===== src/rtl/disp_demux.sv =====
// disp_demux: captures each digit of a multiplexed active-low 7-seg bus once {an,sseg} has been stable for STABLE_CNT cycles.
module disp_demux #(
    parameter int STABLE_CNT = 16
) (
    input  logic       clk,
    input  logic       reset_n,
    input  logic [3:0] an,
    input  logic [7:0] sseg,
    input  logic       clr_err,
    output logic [7:0] d0,
    output logic [7:0] d1,
    output logic [7:0] d2,
    output logic [7:0] d3,
    output logic [3:0] seen,
    output logic       frame_tick,
    output logic       err
);
    localparam logic [7:0] CNT_MAX  = 8'(STABLE_CNT);
    localparam logic [7:0] CNT_LAST = 8'(STABLE_CNT - 1);
    logic [11:0]     s1, s2, p;
    logic [7:0]      cnt;
    logic [3:0][7:0] d;
    logic [3:0]      sel, seen_acc;
    logic            ev, one_hot, multi;
    always_comb begin
        sel      = ~s2[11:8];
        ev       = (cnt == CNT_LAST) && (s2 == p);
        one_hot  = $onehot(sel);
        multi    = !one_hot && (sel != 4'h0);
        seen_acc = seen | sel;
    end
    // seen wraps to zero on the same edge that completes the frame
    always_ff @(posedge clk or negedge reset_n) begin
        if (!reset_n) begin
            s1         <= '1;
            s2         <= '1;
            p          <= '1;
            cnt        <= '0;
            d          <= '1;
            seen       <= '0;
            frame_tick <= 1'b0;
            err        <= 1'b0;
        end else begin
            s1         <= {an, sseg};
            s2         <= s1;
            p          <= s2;
            cnt        <= (s2 != p) ? 8'd0 : (cnt < CNT_MAX) ? cnt + 8'd1 : cnt;
            frame_tick <= ev && one_hot && (seen_acc == 4'hF);
            err        <= (ev && multi) ? 1'b1 : clr_err ? 1'b0 : err;
            if (ev && one_hot) begin
                seen <= (seen_acc == 4'hF) ? 4'h0 : seen_acc;
                for (int i = 0; i < 4; i++)
                    if (sel[i]) d[i] <= s2[7:0];
            end
        end
    end
    assign d0 = d[0];
    assign d1 = d[1];
    assign d2 = d[2];
    assign d3 = d[3];
endmodule


===== config.mk =====
export PLATFORM = sky130hd
export DESIGN_NAME = disp_demux
export DESIGN_NICKNAME = d
export VERILOG_FILES = /design/src/rtl/disp_demux.sv
export SDC_FILE = /design/constraint.sdc
export NUM_CORES = 1
export LEC_CHECK = 0
export ABC_AREA = 1
export BUFFER_PORTS_ARGS = -buffer_cell sky130_fd_sc_hd__buf_2
export CAP_MARGIN = 15
export CORE_MARGIN = 10
export CORE_UTILIZATION = 55
export DETAILED_ROUTE_END_ITERATION = 12
export PLACE_DENSITY_LB_ADDON = 0.05
export SETUP_SLACK_MARGIN = 0.15
export SYNTH_ARGS = -nofsm -noshare
export SYNTH_HDL_FRONTEND = slang
export SYNTH_SLANG_ARGS = --single-unit

===== constraint.sdc =====
create_clock -name clk -period 2.7 [get_ports clk]
set_clock_uncertainty 0.05 [all_clocks]
set_input_delay 0.135 -clock clk [delete_from_list [all_inputs] [get_ports clk]]
set_output_delay 0.135 -clock clk [all_outputs]
set_load 0.005 [all_outputs]

Yosys cells after proc, flatten, opt, wreduce, memory -nomap -nowiden
Index checks and enable logic that the tools add are counted.

operators by class
  add/sub/neg operators = 4
  magnitude comparators = 1
  equal/unequal tests = 5
  multiplexer cells = 5
  bitwise logic cells = 2
  reduce and logical (&&, ||, !) cells = 13

operator list
  kind                                                                   count
  8-bit 2-to-1 mux                                                       2
  12-bit == test                                                         1
  12-bit inequality test                                                 1
  8-bit by 1-bit adder with 8-bit output (second input constant)         1
  8-bit by 4-bit == test with 1-bit output (second input constant)       1
  8-bit by 5-bit < comparator with 1-bit output (second input constant)  1
  2-bit AND reduction                                                    4
  1-bit logical AND                                                      5
  1-bit by 1-bit adder with 2-bit output                                 2
  4-bit == test (second input constant)                                  1
  4-bit 2-to-1 mux                                                       1
  4-bit inverter                                                         1
  4-bit OR                                                               1
  2-bit nonzero test                                                     2
  4-bit nonzero test                                                     1
  2-bit by 2-bit adder with 3-bit output                                 1
  3-bit by 1-bit == test with 1-bit output (second input constant)       1
  1-bit 2-to-1 mux                                                       2
  1-bit logical NOT                                                      1

storage, ports and cells
  register bits = 82
  input bits = 15

Longest topological paths before layout
Gate-level depths: netlist of the first run.

  word-level depth = 8
  depth in mapped cells = 11
  mapped depth without buffers = 10

Worst setup path before layout of the first run
No wires, ideal clock.

  kind = register to register
  start = reg s2[8]
  end = reg d (netlist bit d2[0])
  setup time = 61 ps
  arrival time = 2,360 ps
  path slack = 228 ps
  cell stages (with the launch flop) = 10
  buffers on the path = 2
  period minus slack after synthesis = 2,472 ps
  cell sequence = dfstp_2 > fa_1 > inv_1 > ha_1 > ha_1 > nor3b_2 > buf_2 > clkbuf_1 > nand4_1 > nand2_1

between the ends
  cells in the longest elaborated chain, start to end = 6
  elaborated cells between the ends (all ways) = 8
  classes of those cells = add/sub (2); eq/ne (2); bitwise (1); reduce/logical (3)

ends and longest elaborated chain
  what                                                          line  source
  from (decl)                                                   20    logic [11:0] s1, s2, p;
  from (signal assigned)                                        36    s2 <= '1;
  from (signal assigned)                                        45    s2 <= s1;
  4-bit inverter                                                26    sel = ~s2[11:8];
  1-bit by 1-bit adder with 2-bit output (implied by the code)  28    one_hot = $onehot(sel);
  2-bit by 2-bit adder with 3-bit output (implied by the code)  28
  3-bit by 1-bit == test with 1-bit output                      28
  1-bit logical AND (*)                                         50    if (ev && one_hot) begin
  2-bit AND reduction (no line) (*)                             -
  to (signal, indexed assignment)                               53    if (sel[i]) d[i] <= s2[7:0];
  to (decl)                                                     22    logic [3:0][7:0] d;

Mark *: on every way between the ends. The rest lies on a longest branch, timed or not.
A chain may end at the register's enable or synchronous reset.

Worst setup path after layout of the first run
  start = reg s2[11]
  end = reg d (netlist bit d1[0])

The elaborated chain is that of the path after synthesis.

==> reports/results.tsv, run 1 <==
stage	metric	value	unit
synth	postSynth.asyncResetShare	100.0	%
routing	dr_total_vias	2316	
global_routing	grt_max_degree	83	
routing	ant_nets	0	
die	dieWidth	97.06	um
timing	hold_viol_final	0	
layout	layout.cells.non_filler	459	
hold_path	worstHoldPathType	reg -> reg	
worst_setup_path	start_kind	flip-flop	
timing	rsz0062_at_grt	no	
global_routing	grt_pass1_vias	2286	
synth	syn_area	3266	um2
synth	ys_seq_area_share	65.44	%
cts	clkLatencyLatePin	0.35	ns
place	place_inst	424	
routing	wirelength	6.808	mm
synth	yosysWarnings	0	
cts	cts_buffers	9	
synth	avgSynthCellArea	10.81	um2
pwr	p_int	0.001771	W
status	status	finished clean	
synth	ys_ff_latch	82	
routing	via_per_inst	5.046	
place	dp_hpwl	4.526	mm
synth	synth.area.top_cells	dfstp_2 55%, nand2_1 11%, dfrtp_1 11%	
timing	relSlewSlack	34.19	%
pwr	power_frac_clock	37.0	%
pwr	p_seq_share	56.2	%
timing	fin_crit_sh	87.71	%
cts	ctsHtreeMaxLevel	3	
cts	cts_max_path_buffers	2	
global_routing	grt_pass1_wl	11.54	mm
routing	route.detailed.wl_per_inst	14.83	um
synth	synth_top_area_share	54.71	%
cts	cts_tree	done	
run	cap_violations	0	
cts	clock_sinks	82	
layout	final_nets	399	
die	start_util	55.82	%
pwr	pwr_density_cell	582.7	nW/um2
place	gp_congestion	0.7892	
worst_setup_path	arrival	2.60	ns
synth	synth_edf_count	0	
timing	min_period	2.368	ns
timing	worst_slew_pin_slew	0.9872	ns
layout	n_antenna_cell	0	
synth	synth_top_area_cell	dfstp_2	
global_routing	grt_util_all_layers	14.96	%
synth	ys_types	27	
pwr	p_sw_share	23.87	%
die	io_pins	53	
pwr	pwr-share-comb	6.8	%
routing	drt_first_pass_iters	5	
worst_setup_path	crit_fanout	11	
die	core_area	5851	um2
global_routing	grt_overflow_total	0	
timing	finalSetupTns	0	ns
die	rows	28	
synth	synthCells	302	
pwr	p_sw	0.0005553	W
pwr	ir_worst_vdd	0.0004455	V
die	die-area	9420	um2
layout	final_layout_size_suffix_gt1_share	41.93	%
worst_setup_path	critPathKind	reg -> reg	
timing	finalSetupViolCount	0	
die	die_h	97.06	um
worst_setup_path	cp.required	2.93	ns
cts	clockRootBuffer	clkbuf_8	
worst_setup_path	end_kind	flip-flop	
layout	syn2layout_area_growth	22.26	%
timing	drv_slew	0	
synth	synth_fp_nets	322	
cts	clk_pin_slew	0.08	ns
synth	synthFlopType	dfstp_2	
timing	max_freq	422.3	MHz
routing	drtIter0Drc	101	
pwr	p_leak	1.953	nW
place	io_buffers	52	
global_routing	antenna_found_initial	0	
routing	drcViolationCount	0	
-- registers in the layout, indices dropped and copies added (netlist names) --
name        cells
cnt             8
d0              8
d1              8
d2              8
d3              8
err             1
frame_tick      1
p              12
s1             12
s2             12
seen            4
-- worst paths after layout --
path | startpoint | endpoint | slack [ns] | cells past startpoint
max | s2[11]$_DFF_PN1_ | d1[0]$_DFFE_PN1P_ | 0.33 | 10
max reg2reg | s2[11]$_DFF_PN1_ | d1[0]$_DFFE_PN1P_ | 0.33 | 10
min in group asynchronous | reset_n | cnt[7]$_DFFE_PN0P_ | 0.44 | 2
min reg2reg | s1[0]$_DFF_PN1_ | s2[0]$_DFF_PN1_ | 0.31 | 0
min | s1[0]$_DFF_PN1_ | s2[0]$_DFF_PN1_ | 0.31 | 0
max in group asynchronous | reset_n | frame_tick$_DFF_PN0_ | 1.53 | 2
-- through the flow --
stage	instance area (um2)	hold WS, ns	total power, W	utilization, %	setup slack [ns]
after floorplan	3266	-0.2106	0.001393	-	0.2283
after global placement	3620	0.1894	0.001463	61.87	0.1254
after detailed placement	3620	0.1914	0.001468	61.87	0.06705
after CTS	3985	0.3097	0.002349	68.11	0.2263
after global routing	3993	0.3120	0.002423	68.24	0.1990
final	3993	0.3065	0.002326	68.24	0.3319
-- Yosys cell counts, types with 2 or more instances --
cell type	n
xnor2_1	7
inv_1	21
or2_2	4
nor2_2	5
nand3_1	2
nand4_1	43
buf_6	3
buf_2	2
nor2_1	9
o21ai_0	2
dfstp_2	68
dfrtp_1	14
nand2_1	100
ha_1	4
clkbuf_1	6
-- cell families after synthesis --
group	count (synthesis)	synth area share (%)
adder cells (fa/ha/maj)	5	2.146
AND/OR/NAND/NOR	170	25.13
buffers and inverters	34	4.674
AO/OA/AOI/OAI	3	0.4596
XOR/XNOR	8	2.146
flip-flops	82	65.44
-- power groups by stage --
stage                     logic (W)  clock network, W  registers (W)
after global routing       0.000177          0.000934        0.00131
after detailed placement   0.000140                 0        0.00133
final                      0.000159          0.000860        0.00131
after floorplan           0.0000758                 0        0.00132
after CTS                  0.000155          0.000886        0.00131
after global placement     0.000136                 0        0.00133
-- per-layer routing --
layer	up-vias	GRT usage [%]	part of all wire [%]
met3	8	4.836	5.1
li1	1141	-	-
met4	0	6.129	1.4
met1	1114	19.96	49
met2	53	21.86	45
met5	-	0	0
-- timing repair --
action	in CTS	in global routing
hold buffers	14	0
buffers inserted	4	1
endpoints found under the setup margin	24	30
endpoints found under the hold margin	27	0
pin swaps	3	1
resized for setup	0	0
-- critical path, stage by stage (launching register included) --
cell and delay [ns]:
dfstp_2 0.59, fa_1 0.42, inv_1 0.06, ha_1 0.14, ha_1 0.25, nor3b_4 0.17
buf_4 0.19, nand4_1 0.13, buf_4 0.20, nand2_1 0.06, nand2_1 0.05
-- final cells by class --
cell class                 count  area, um2
tap                           75      93.84
clock buffer                  10      127.6
sequential                    82       2137
multi-input combinational    186      982.2
inverter                      23      86.33
fill                         470       1858
timing repair buffer          77      498.0
clock inverter                 6      67.56
-- placed cells by master (no fill, tap or decap), types with 2 or more instances in the layout --
master         count
buf_2             51
buf_4             11
clkbuf_8           9
clkinv_4           2
clkinvlp_4         2
dfrtp_1           14
dfstp_2           68
dlygate4sd3_1     14
ha_1               4
inv_1             21
nand2_1          100
nand3_1            2
nand4_1           43
nor2_1             9
nor2_2             5
o21ai_0            2
or2_2              4
xnor2_1            7
Power figures use the tool's default switching activity.
==> run 2: changes to the inputs <==
Settings changed: CTS_BUF_LIST from default to sky130_fd_sc_hd__clkbuf_2 sky130_fd_sc_hd__clkbuf_4 sky130_fd_sc_hd__clkbuf_8.
==> run 2 against run 1 <==
Compared with the run above: count of clock-buffer cells in the layout is the same; setup slack is essentially flat; final area is essentially flat; sequential share of layout area shrank 0.050 points; non-clock buffer count is the same; power grew 0.43%; maximum frequency is essentially flat; via count is the same; sequential power is essentially flat; first-iteration DRC count grew 2.0%.
==> reports/results.tsv, run 2 (synthesis results as in run 1) <==
stage	metric	value	unit	change
status	status	finished clean		
routing	dr_total_vias	2316		unchanged
routing	route.detailed.wl_per_inst	14.83	um	unchanged
layout	syn2layout_area_growth	22.38	%	about the same
worst_setup_path	cp-startpoint	s2[11]$_DFF_PN1_		
place	gp_congestion	0.7892		unchanged
routing	drtIter0Drc	103		+2.0%
die	io_pins	53		unchanged
place	preCtsSetupSlack	0.06705	ns	unchanged
pwr	ir_worst_vdd	0.0004455	V	unchanged
global_routing	grt_overflow_total	0		unchanged
layout	nFillCells	468		-0.43%
global_routing	grt_max_degree	83		unchanged
pwr	p_seq_share	56.0	%	-0.2 points
die	die-area	9420	um2	unchanged
cts	cts_max_path_buffers	2		unchanged
timing	worst_slew_pin_slew	0.9872	ns	unchanged
routing	wirelength	6.808	mm	unchanged
layout	top_regs	p (12), s1 (12), s2 (12)		
timing	finalSetupViolCount	0		unchanged
timing	min_period	2.368	ns	+0.00008800 ns
cts	ctsResizeCount	0		unchanged
timing	rsz0062_at_grt	no		
run	cap_violations	0		unchanged
timing	fin_crit_sh	87.71	%	about the same
worst_setup_path	arrival	2.60	ns	about the same
place	dp_hpwl	4.526	mm	unchanged
layout	n_antenna_cell	0		unchanged
pwr	pwr-share-comb	6.8	%	about the same
die	core_area	5851	um2	unchanged
layout	layout_common_cells	100 x nand2_1, 68 x dfstp_2, 51 x buf_2		
timing	finalSetupTns	0	ns	unchanged
cts	clkLatencyLatePin	0.35	ns	about the same
pwr	p_int	0.001781	W	+0.57%
die	rows	28		unchanged
timing	hold_viol_final	0		unchanged
worst_setup_path	critPathKind	reg -> reg		
timing	relSlewSlack	34.19	%	unchanged
die	start_util	55.82	%	unchanged
pwr	power_frac_clock	37.2	%	+0.2 points
worst_setup_path	r2r_start	s2[11]$_DFF_PN1_		
cts	cts_buffers	9		unchanged
worst_setup_path	crit_fanout	11		unchanged
pwr	pwr_density_cell	584.7	nW/um2	+0.34%
cts	clockRootBuffer	clkbuf_8		
place	io_buffers	52		unchanged
global_routing	grt_util_all_layers	14.96	%	unchanged
layout	final_nets	399		unchanged
routing	via_per_inst	5.046		unchanged
layout	final_layout_size_suffix_gt1_share	42.19	%	+0.26 points
global_routing	grt_pass1_vias	2292		+0.26%
routing	drt_first_pass_iters	5		unchanged
layout	layout_commonest_cell	nand2_1		
pwr	p_leak	1.957	nW	+0.18%
cts	clk_pin_slew	0.08	ns	about the same
hold_path	hp-start	s1[0]$_DFF_PN1_		
cts	ctsHtreeMaxLevel	3		unchanged
pwr	p_sw	0.0005553	W	about the same
global_routing	antenna_found_initial	0		unchanged
die	dieWidth	97.06	um	unchanged
cts	cts_tree	done		
pwr	p_sw_share	23.77	%	-0.10 points
hold_path	worstHoldPathType	reg -> reg		
routing	drcViolationCount	0		unchanged
timing	worst_slack	0.3318	ns	-0.00008800 ns
global_routing	grt_pass1_wl	11.54	mm	unchanged
worst_setup_path	start_kind	flip-flop		
cts	clock_sinks	82		unchanged
timing	drv_slew	0		unchanged
worst_setup_path	end_kind	flip-flop		
timing	max_freq	422.3	MHz	about the same
routing	ant_nets	0		unchanged
worst_setup_path	cp.required	2.93	ns	about the same
die	die_h	97.06	um	unchanged
[run 2: cell count changes in the layout (fill, tap and decap cells not counted)]
cell      before  now
clkbuf_4       0    1
clkbuf_1       1    0
[run 2: path summary, 6_finish.rpt]
path                                   endpoint  slack, ns  cells after the start
max in group asynchronous  frame_tick$_DFF_PN0_       1.53                      2
setup / recovery              d1[0]$_DFFE_PN1P_       0.33                     10
hold / removal                  s2[0]$_DFF_PN1_       0.31                      0
hold reg to reg                 s2[0]$_DFF_PN1_       0.31                      0
min in group asynchronous    cnt[7]$_DFFE_PN0P_       0.44                      2
setup reg to reg              d1[0]$_DFFE_PN1P_       0.33                     10
[run 2: critical path, stage by stage, from the launching register on]
cell	delay [ns]
dfstp_2	0.59
fa_1	0.42
inv_1	0.06
ha_1	0.14
ha_1	0.25
nor3b_4	0.17
buf_4	0.19
nand4_1	0.13
buf_4	0.20
nand2_1	0.06
nand2_1	0.05
[run 2: per-layer routing]
metal	share of wire, %	vias up	track usage [%]	wire length, um
met1	49	1114	19.91	3306
li1	-	1141	-	-
met3	5.1	8	4.836	346
met2	45	53	21.91	3058
met5	0	-	0	0
met4	1.4	0	6.129	98
[run 2: stage by stage]
| step | hold slack (ns) | cells | power (W) | area [um2] | util, % |
|---|---|---|---|---|---|
| 5_1_grt | 0.3120 | 459 | 0.002433 | 3996 | 68.31 |
| 4_1_cts | 0.3097 | 458 | 0.002359 | 3989 | 68.18 |
| 3_5_place_dp | 0.1914 | 424 | 0.001468 | 3620 | 61.87 |
| 6_report | 0.3065 | 459 | 0.002337 | 3996 | 68.31 |
| 3_3_place_gp | 0.1894 | 424 | 0.001463 | 3620 | 61.87 |
| 2_1_floorplan | -0.2106 | 302 | 0.001393 | 3266 | - |
[run 2: power groups by stage]
stage               Sequential [W]  Combinational [W]  Clock, W
floorplan                  0.00132          0.0000758         0
global placement           0.00133           0.000136         0
detailed placement         0.00133           0.000140         0
CTS                        0.00131           0.000155  0.000896
global route               0.00131           0.000177  0.000943
finish                     0.00131           0.000159  0.000870
[run 2: what timing repair did]
action,in CTS,in global routing
endpoints found under the setup margin,24,30
buffers inserted,4,1
hold buffers,14,0
pin swaps,3,1
endpoints found under the hold margin,27,0
[run 2: area by class of cell]
cell class              count  area, um2  share of cell area (%)
well taps                  75      93.84                   2.348
flip-flops and latches     82       2137                   53.48
clock buffers              10      131.4                   3.287
repair buffers             77      498.0                   12.46
multi-input cells         186      982.2                   24.58
inverters                  23      86.33                   2.160
clock inverters             6      67.56                   1.691
==> run 3: changes to the inputs <==
Settings changed: RECOVER_POWER from default to 100.
==> run 3 against run 2 <==
Compared with the run above: die area unchanged; cell count did not move; global-route usage did not move; via count up 0.22%; critical path type unchanged; sequential share of layout area is 0.47 points higher; critical path depth is the same; count of clock-buffer cells in the layout stayed put; combinational power hardly changed; the run now ends with max-capacitance violations, max-slew violations left; final area is 0.88% lower; highest routed layer unchanged; power fell by 0.42%.
==> reports/results.tsv, run 3 (synthesis results as in run 1) <==
stage	metric	value	unit	change
die	die-area	9420	um2	unchanged
global_routing	grt_util_all_layers	14.96	%	unchanged
global_routing	grt_max_degree	83		unchanged
routing	via_per_inst	5.057		+0.22%
die	die_h	97.06	um	unchanged
worst_setup_path	cpLargestDelayFamily	adder cells		
cts	cts_tree	done		
layout	syn2layout_area_growth	21.30	%	
place	gp_congestion	0.7892		unchanged
place	io_buffers	52		unchanged
timing	max_freq	404.6	MHz	-4.2%
routing	wirelength	6.782	mm	-0.38%
pwr	p_leak	1.877	nW	-4.1%
routing	dr_total_vias	2321		+0.22%
die	rows	28		unchanged
timing	fin_crit_sh	91.55	%	+3.8 points
worst_setup_path	cp_num_buf_inv	3		unchanged
die	dieWidth	97.06	um	unchanged
worst_setup_path	critPathKind	reg -> reg		
timing	finalSetupViolCount	0		unchanged
routing	drcViolationCount	0		unchanged
die	io_pins	53		unchanged
worst_setup_path	max_stage_delay	0.62	ns	+0.03 ns
routing	drt_first_pass_iters	4		-1
pwr	ir_worst_vdd	0.0004425	V	-0.69%
layout	n_antenna_cell	0		unchanged
global_routing	grt_overflow_total	0		unchanged
status	violations	max-capacitance violations, max-slew violations		
pwr	pwr_density_cell	587.4	nW/um2	+0.47%
place	dp_hpwl	4.526	mm	unchanged
timing	relSlewSlack	-28.13	%	-62 points
run	cap_violations	1		+1
status	status	complete, but fails checks		
timing	drv_slew	83		+83
cts	clkLatencyLatePin	0.35	ns	about the same
cts	cts_max_path_buffers	2		unchanged
hold_path	worstHoldPathType	reg -> reg		
worst_setup_path	cp.required	2.93	ns	about the same
global_routing	grt_pass1_vias	2292		unchanged
cts	clock_sinks	82		unchanged
timing	worst_slew_pin_slew	1.922	ns	+0.9347 ns
layout	nFillCells	474		+1.3%
die	core_area	5851	um2	unchanged
worst_setup_path	slowest_stage	dfstp_1		
layout	final_nets	399		unchanged
timing	min_period	2.472	ns	+0.1037 ns
layout	multi_input_area	979.7	um2	-0.25%
routing	route.detailed.wl_per_inst	14.78	um	-0.38%
worst_setup_path	end_kind	flip-flop		
layout	layout_commonest_cell	nand2_1		
timing	finalSetupTns	0	ns	unchanged
place	place_inst	424		unchanged
layout	layout.cells.non_filler	459		unchanged
timing	rsz0062_at_grt	no		
timing	hold_viol_final	0		unchanged
worst_setup_path	arrival	2.71	ns	+0.11 ns
worst_setup_path	start_kind	flip-flop		
layout	final_layout_size_suffix_gt1_share	29.69	%	-13 points
global_routing	antenna_found_initial	0		unchanged
layout	layout_common_cells	100 x nand2_1, 43 x nand4_1, 39 x dfstp_2		
worst_setup_path	crit_fanout	11		unchanged
cts	clk_pin_slew	0.08	ns	about the same
routing	drtIter0Drc	83		-19%
cts	clockRootBuffer	clkbuf_8		
cts	cts_buffers	9		unchanged
worst_setup_path	crit_chain	fa_1, inv_1, ha_1, ha_1, nor3b_4, buf_4, nand4_1, clkbuf_1, nand2_1, nand2_1		
global_routing	grt_pass1_wl	11.54	mm	unchanged
layout	regArea	2137	um2	unchanged
routing	ant_nets	0		unchanged
die	start_util	55.82	%	unchanged
layout	top_regs	p (12), s1 (12), s2 (12)		
cts	ctsHtreeMaxLevel	3		unchanged
[run 3: cell count changes in the layout (fill, tap and decap cells not counted), sizes merged]
cell    before  now
clkbuf      10   31
buf         63   42
[run 3: cell type report]
type	count	area share, %
tap	75	2.369
timing repair buffer	77	11.75
inverter	23	2.179
clock buffer	10	3.316
sequential	82	53.95
multi-input combinational	186	24.73
clock inverter	6	1.706
[run 3: per-stage QoR]
stage | util [%] | hold slack, ns | setup slack (ns) | total power (W) | cell area, um2
2_1_floorplan | - | -0.2106 | 0.2283 | 0.001393 | 3266
3_3_place_gp | 61.87 | 0.1894 | 0.1254 | 0.001463 | 3620
3_5_place_dp | 61.87 | 0.1914 | 0.06705 | 0.001468 | 3620
4_1_cts | 68.18 | 0.3097 | 0.2262 | 0.002359 | 3989
5_1_grt | 67.71 | 0.3174 | 0.1021 | 0.002425 | 3961
6_report | 67.71 | 0.3127 | 0.2282 | 0.002327 | 3961
[run 3: routing by layer]
layer | track usage [%] | part of all wire (%) | vias to the layer above
li1 | - | - | 1137
met1 | 19.91 | 47 | 1102
met2 | 21.91 | 45 | 72
met3 | 4.836 | 5.9 | 10
met4 | 6.129 | 1.8 | 0
met5 | 0 | 0 | -
[run 3: worst register-to-register path, delay by kind of cell (launching register included)]
kind / cells / cell delay (ns)
adder cells (fa/ha/maj): 3 / 0.83
flip-flops: 1 / 0.62
buffers and inverters: 3 / 0.48
AND/OR/NAND/NOR: 4 / 0.44
[run 3: final timing paths]
kind                                       start  cells past startpoint  slack (ns)              endpoint
worst max-delay path            s2[11]$_DFF_PN1_                     10        0.23     d2[7]$_DFFE_PN1P_
worst min-delay path            s1[10]$_DFF_PN1_                      0        0.31      s2[10]$_DFF_PN1_
worst max register to register  s2[11]$_DFF_PN1_                     10        0.23     d2[7]$_DFFE_PN1P_
worst min register to register  s1[10]$_DFF_PN1_                      0        0.31      s2[10]$_DFF_PN1_
max in group asynchronous                reset_n                      2        0.67  frame_tick$_DFF_PN0_
min in group asynchronous                reset_n                      2        0.78    cnt[0]$_DFFE_PN0P_
[run 3: where the power goes]
group | leakage (nW) | switching (W) | total [W] | internal, W
sequential | 0.902 | 0.0000273 | 0.00130 | 0.00127
clock | 0.0959 | 0.000429 | 0.000867 | 0.000438
combinational | 0.879 | 0.0000963 | 0.000158 | 0.0000614
total | 1.88 | 0.000552 | 0.00233 | 0.00177
[run 3: repair_timing]
item | 4_1_cts | 5_1_grt
pin swaps | 3 | 1
endpoints found under the setup margin | 24 | 30
gates resized for setup | 0 | 0
endpoints found under the hold margin | 27 | 0
buffers inserted | 4 | 1
hold buffers | 14 | 0
